$ cat src/rtl/vec_mem_sequencer.sv
// Memory-stage sequencer: issues scalar accesses as one word and vector accesses as
// LANES consecutive words on a single data-memory port, stalling the front of the pipe.
module vec_mem_sequencer #(
    parameter int LANES       = 16,
    parameter int DATA_WIDTH  = 32,
    parameter int ADDR_STRIDE = 4
) (
    input  logic                          CLK,
    input  logic                          RST,
    input  logic [LANES*DATA_WIDTH-1:0]   ALUResultM,
    input  logic [LANES*DATA_WIDTH-1:0]   WriteDataM,
    input  logic                          MemWriteM,
    input  logic                          MemtoRegM,
    input  logic                          v_s_m,
    output logic [DATA_WIDTH-1:0]         mem_addr,
    output logic [DATA_WIDTH-1:0]         mem_wdata,
    output logic                          mem_we,
    output logic                          mem_re,
    input  logic [DATA_WIDTH-1:0]         mem_rdata,
    output logic                          stall,
    output logic                          busy,
    output logic [LANES*DATA_WIDTH-1:0]   ReadDataM
);

    localparam int IDX_W = (LANES > 1) ? $clog2(LANES) : 1;

    typedef enum logic [2:0] {IDLE, STORE, LOAD, DRAIN, DONE} state_t;

    state_t                        stateReg, stateNext;
    logic [IDX_W-1:0]              idxReg, idxNext;
    logic [IDX_W-1:0]              lastReg;
    logic [IDX_W-1:0]              pipeIdxReg;
    logic                          pipeValidReg;
    logic [DATA_WIDTH-1:0]         baseReg;
    logic [LANES*DATA_WIDTH-1:0]   wbufFlat;
    logic [DATA_WIDTH-1:0]         laneAddr;
    logic                          req;
    logic                          captureReq;
    logic                          loadStart;
    logic                          unusedAluLanes;

    // Only lane 0 of the ALU result carries the base address.
    assign unusedAluLanes = ^ALUResultM;

    assign req        = MemWriteM | MemtoRegM;
    assign captureReq = (stateReg == IDLE) && req;
    assign loadStart  = captureReq && !MemWriteM;
    assign laneAddr   = baseReg + (DATA_WIDTH'(idxReg) * DATA_WIDTH'(ADDR_STRIDE));

    always_ff @(posedge CLK) begin
        if (RST) begin
            stateReg     <= IDLE;
            idxReg       <= '0;
            lastReg      <= '0;
            baseReg      <= '0;
            pipeValidReg <= 1'b0;
            pipeIdxReg   <= '0;
        end else begin
            stateReg     <= stateNext;
            idxReg       <= idxNext;
            pipeValidReg <= (stateReg == LOAD);
            pipeIdxReg   <= idxReg;
            if (captureReq) begin
                baseReg <= ALUResultM[DATA_WIDTH-1:0];
                lastReg <= v_s_m ? IDX_W'(LANES - 1) : '0;
            end
        end
    end

    // Per-lane write buffer and read-assembly registers.
    for (genvar gi = 0; gi < LANES; gi++) begin : laneGen
        logic [DATA_WIDTH-1:0] wLaneReg;
        logic [DATA_WIDTH-1:0] rLaneReg;

        always_ff @(posedge CLK) begin
            if (RST) begin
                wLaneReg <= '0;
                rLaneReg <= '0;
            end else begin
                if (captureReq) begin
                    wLaneReg <= WriteDataM[gi*DATA_WIDTH +: DATA_WIDTH];
                end
                if (loadStart) begin
                    rLaneReg <= '0;
                end else if (pipeValidReg && (pipeIdxReg == IDX_W'(gi))) begin
                    rLaneReg <= mem_rdata;
                end
            end
        end

        assign wbufFlat[gi*DATA_WIDTH +: DATA_WIDTH]  = wLaneReg;
        assign ReadDataM[gi*DATA_WIDTH +: DATA_WIDTH] = rLaneReg;
    end

    always_comb begin
        stateNext = stateReg;
        idxNext   = idxReg;
        stall     = 1'b0;
        busy      = 1'b0;
        mem_we    = 1'b0;
        mem_re    = 1'b0;
        mem_addr  = '0;
        mem_wdata = '0;
        case (stateReg)
            IDLE: begin
                stall = req;
                if (req) begin
                    idxNext   = '0;
                    stateNext = MemWriteM ? STORE : LOAD;
                end
            end
            STORE: begin
                stall     = 1'b1;
                busy      = 1'b1;
                mem_we    = 1'b1;
                mem_addr  = laneAddr;
                mem_wdata = wbufFlat[idxReg*DATA_WIDTH +: DATA_WIDTH];
                if (idxReg == lastReg) begin
                    stateNext = DONE;
                end else begin
                    idxNext = idxReg + 1'b1;
                end
            end
            LOAD: begin
                stall    = 1'b1;
                busy     = 1'b1;
                mem_re   = 1'b1;
                mem_addr = laneAddr;
                if (idxReg == lastReg) begin
                    stateNext = DRAIN;
                end else begin
                    idxNext = idxReg + 1'b1;
                end
            end
            DRAIN: begin
                stall     = 1'b1;
                busy      = 1'b1;
                stateNext = DONE;
            end
            DONE: begin
                // The request is still visible here but belongs to the retiring op.
                stateNext = IDLE;
            end
            default: begin
                stateNext = IDLE;
            end
        endcase
    end

endmodule

$ cat config.mk
export PLATFORM = sky130hd
export DESIGN_NAME = vec_mem_sequencer
export DESIGN_NICKNAME = d
export VERILOG_FILES = /design/src/rtl/vec_mem_sequencer.sv
export SDC_FILE = /design/constraint.sdc
export NUM_CORES = 2
export LEC_CHECK = 0
export ABC_AREA = 1
export CORE_AREA = 2 2 636 638
export DETAILED_ROUTE_END_ITERATION = 10
export DIE_AREA = 0 0 638 640
export PLACE_DENSITY = 0.36
export SYNTH_ARGS = -nofsm -noshare
export SYNTH_HDL_FRONTEND = slang
export SYNTH_SLANG_ARGS = --single-unit
$ cat constraint.sdc
create_clock -name CLK -period 6.02 [get_ports CLK]
set_input_delay 0.903 -clock CLK [delete_from_list [all_inputs] [get_ports CLK]]
set_output_delay 0.903 -clock CLK [all_outputs]
set_load 0.01 [all_outputs]
* Yosys cells after proc, flatten, opt, wreduce, memory -nomap -nowiden
Cells that the tools add are included.
** Cells by class
- Equality and inequality tests :: 23
- Shift-type cells :: 1
- Bitwise operators :: 1
- Reduce and logical (&&, ||, !) cells :: 27
- Mux-type cells :: 15
- Add/sub/neg operators :: 2
** Operator list (count)
- $shiftx 512x10->32 :: 1
- $mux 32 :: 2
- $add 32x6->32 :: 1
- $eq 4x4->1 const B :: 8
- $logic_and 1x1->1 :: 18
- $eq 4x3->1 const B :: 4
- $mux 4 :: 3
- $pmux 3 s4 :: 1
- $mux 3 :: 3
- $eq 4x2->1 const B :: 2
- $pmux 4 s2 :: 1
- $eq 3x2->1 const B :: 2
- $ne 2x2->1 const B :: 3
- $reduce_and 3->1 :: 2
- $add 4x1->4 const B :: 1
- $eq 4x1->1 const B :: 1
- $eq 4x4->1 :: 1
- $logic_not 4->1 :: 1
- $reduce_or 2->1 :: 2
- $eq 3x1->1 const B :: 1
- $logic_not 3->1 :: 1
- $mux 1 :: 3
- $reduce_or 3->1 :: 1
- $mux 2 :: 1
- 5 further kinds :: 5
** Word-level totals
- Logic and storage cells :: 107
- Bits in registers :: 1072
- Output and inout bits :: 580
- Bits of input ports :: 1061

* Logic depth before layout (Yosys ltp)
- Depth after elaboration :: 4
- Mapped depth :: 14
- Gate-level depth less buffers :: 12

* Worst setup path before layout
No wires, ideal clock.
- Path type :: reg2out
- Start point :: register idxReg[1]
- End point :: output port mem_addr[30]
- Path buffers :: 3
- Required time :: 5.117 ns
- Stages on the path, launching flop included :: 15
- Arrival time :: 2.379 ns
- Setup slack :: 2.738 ns
- Cell sequence :: dfxtp_1 buf_2 inv_1 clkbuf_1 clkbuf_1 fa_1 inv_1 nand3_1 nand2_1 inv_1 nor2_1 nand2_1 nand2_1 nand2_1 nor2_1
** Between the ends
- Word-level cells in the longest chain between the ends :: 2
** RTL lines
- start: declaration :: line 30 : logic [IDX_W-1:0] idxReg, idxNext;
- start signal: assignment :: line 60 : idxReg <= idxNext;
- $add 32x6->32 :: line 48 : assign laneAddr = baseReg + (DATA_WIDTH'(idxReg) * DATA_WIDTH'(ADDR_STRIDE));
- $mux 32 :: line 104 : case (stateReg)
- end: declaration :: line 15 : output logic [DATA_WIDTH-1:0] mem_addr,
Every way passes these cells.

* Worst setup path in the final report
- Start point :: register idxReg[0]
- End point :: output port mem_addr[16]
The elaborated chain is that of the path after synthesis.

==> impl_metrics.ini <==
[run_status]
outcome = completed

[global_route]
grt_usage_pct = 13.7
grt_pass1_wl_um = 387000
overflow = 0
grt_pass1_vias = 43400
grt_max_degree = 180
antenna_found_initial = 123

[detailed_routing]
wl_um = 295000
maxUsedRoutingLayer = met5
drtIter0Drc = 3324
met2_length_um = 147000
vias = 45600
drc = 0
wl_met1_um = 115000
avgRoutedWirePerCell_um = 24.0
vias_per_cell = 3.71
dr.pass1.iters = 8
met3_length_um = 20500
ant_nets = 0

[worst_setup_path]
cp_slowest_cell = nor2_1
required_ns = 5.12
cp-start-kind = flop
path_common_cell = inv_1
path_cells = buf_4 > ha_1 > inv_1 > fa_1 > inv_1 > nand3_1 > nand2_1 > inv_1 > nor2_1 > a21oi_1 > nor2_1 > clkdlybuf4s50_1
rr_startpoint = stateReg[1]$_SDFFE_PP0P_
worst_ep_arrival_time_ns = 4.79
critPathMaxFanout = 57
cp-startpoint = idxReg[0]$_SDFFE_PP0P_
cp_top_family = buffers and inverters
critPathKind = flop to output pin
critPathCaptureType = output pin
crit_buf_inv = 5
max_stage_delay_ns = 0.64

[die]
core_sq_um = 401000
die_h_um = 640
die_area_sq_um = 408000
die_w_um = 638
initial_core_util_pct = 10.7
top_level_ports = 1641
num_rows = 233

[yosys]
synthTopCellsByCount = nand2_1, a21oi_1, dfxtp_1, nand3_1, o21ai_0
syn-num-nets = 7038
yosysMostFrequentCell = nand2_1
synthArstFlopShare_pct = 0
synthTopCellsByArea = dfxtp_1, nand2_1, a21oi_1, nand3_1, o21ai_0
synth_top_flop_cell = dfxtp_1
synth_area_sq_um = 43000
yosys.area.top_type = dfxtp_1
ys_warn_count = 0
synth_area_per_cell_sq_um = 7.20
synth_edf_count = 0
netlist_instances = 5971
yosys.area.top_type_share_pct = 49.8
synth_cell_types = 24
synth_seq_cells = 1069
seq_area_frac_synth_pct = 49.8

[sta]
period_minus_slack_ns = 5.69
holdWs_ns = 0.450
worst_slack_ns = 0.328
worstMarginPinSlew_ns = 1.21
maxSlewHeadroom_pct = 19.1
tns_ns = 0
slew_violations = 0
finClkSkew_ns = 0.0785
grt_setup_unrepaired = no
hold_viol_final = 0
setup_viol = 0
fin_crit_sh_pct = 94.6
max_freq_mhz = 176

[layout]
final_util_pct = 16.2
area_growth_pct = 51.5
drive_gt1_share_pct = 5.70
fin_area_sq_um = 65100
fin_nets = 7924

[place]
place_ws_ns = 1.30
finalWeightedCongestion = 0.871
placed_cell_area_sq_um = 60200
port_buffers = 1160
hpwl_um = 224000

[worst_hold_path]
hp-class = flop to flop
worst_hold_startpoint = laneGen[5].wLaneReg[1]$_SDFFE_PP0P_

[clocking]
clkTransAtPathRegs_ns = 0.06
tritoncts.num_buffers = 147
cts_setup_buffers = 0
cts_tree = yes
clock-sinks = 1069
cts.htree.levels = 4
cts-resized-gates = 0
ctsHoldBuffers = 0
cts_root_buf = clkbuf_16
clockBufferDepth = 4
clock_latency_ns = 0.84

[job]
cap_violations = 0

[power_and_ir_drop]
p_per_area_nw_per_um2 = 410
peakVddDrop_v = 0.000310
p_leak_nw = 21.5
-- per-stage QoR --
stage                     std cells  power [W]
after floorplan                5971     0.0137
after global placement        12000     0.0180
after detailed placement      12000     0.0180
after CTS                     12300     0.0272
after global routing          12300     0.0282
final                         12300     0.0267
-- where the power goes --
group	switching (W)	internal, W	total (W)	leakage (nW)
Combinational	0.00635	0.00235	0.00870	10.4
Sequential	0.000537	0.00844	0.00898	8.73
Clock	0.00366	0.00534	0.00900	2.38
-- cell type report --
class,count,area (sq um)
sequential,1069,21400
inverter,417,1590
antenna,40,100
fill,45500,336000
clock inverter,53,606
clock buffer,204,4230
timing repair buffer,1265,12500
tap,5287,6620
multi-input combinational,3957,18100
-- registers in the layout, indices dropped and copies added (netlist names) --
| name | count |
|---|---|
| idxReg | 4 |
| laneGen.rLaneReg | 512 |
| pipeIdxReg | 4 |
| baseReg | 32 |
| stateReg | 3 |
| laneGen.wLaneReg | 512 |
| lastReg | 1 |
| pipeValidReg | 1 |
-- per-layer routing --
metal	up-vias	track usage, %
li1	21300	-
met1	22000	15.7
met2	1763	24.3
met3	462	3.46
met4	62	5.34
met5	-	0
-- cells by family after synthesis --
family	count (synthesis)	share of synthesized area [%]
AOI/OAI and AO/OA	1713	20.5
buffers and inverters	945	8.45
xor gates and xnor gates	5	0.102
adders and majority gates	6	0.192
DFF	1069	49.8
and+or+nand+nor	2233	20.9
-- final timing paths --
kind	end	slack, ns	depth (start not counted)
max	mem_addr[16]	0.33	12
min	laneGen[5].wLaneReg[1]$_SDFFE_PP0P_	0.45	2
max reg2reg	laneGen[4].wLaneReg[30]$_SDFFE_PP0P_	2.53	6
min reg2reg	laneGen[5].wLaneReg[1]$_SDFFE_PP0P_	0.45	2
-- cells in the final DEF, fill, tap and decap left out, types with 26 or more instances in the layout --
cell type        Yosys  layout
clkbuf_1           426      26
clkbuf_8             0      30
o21ai_0            439     439
o211ai_1           100     100
nand3_1            449     447
inv_1              416     410
dfxtp_1           1069    1065
diode_2              0      40
nor2_1             126     110
clkbuf_16            0     149
clkdlybuf4s50_1      0    1132
buf_4                0      96
a21oi_1           1171    1171
nand2_1           1641    1639
-- worst min-delay path, delay by kind of cell (launching register included) --
family / cells / cell delay, ns
buf+inv: 1 / 0.06
compound gates: 1 / 0.05
flops: 1 / 0.29
No activity file was read; power rests on OpenSTA's default activity.
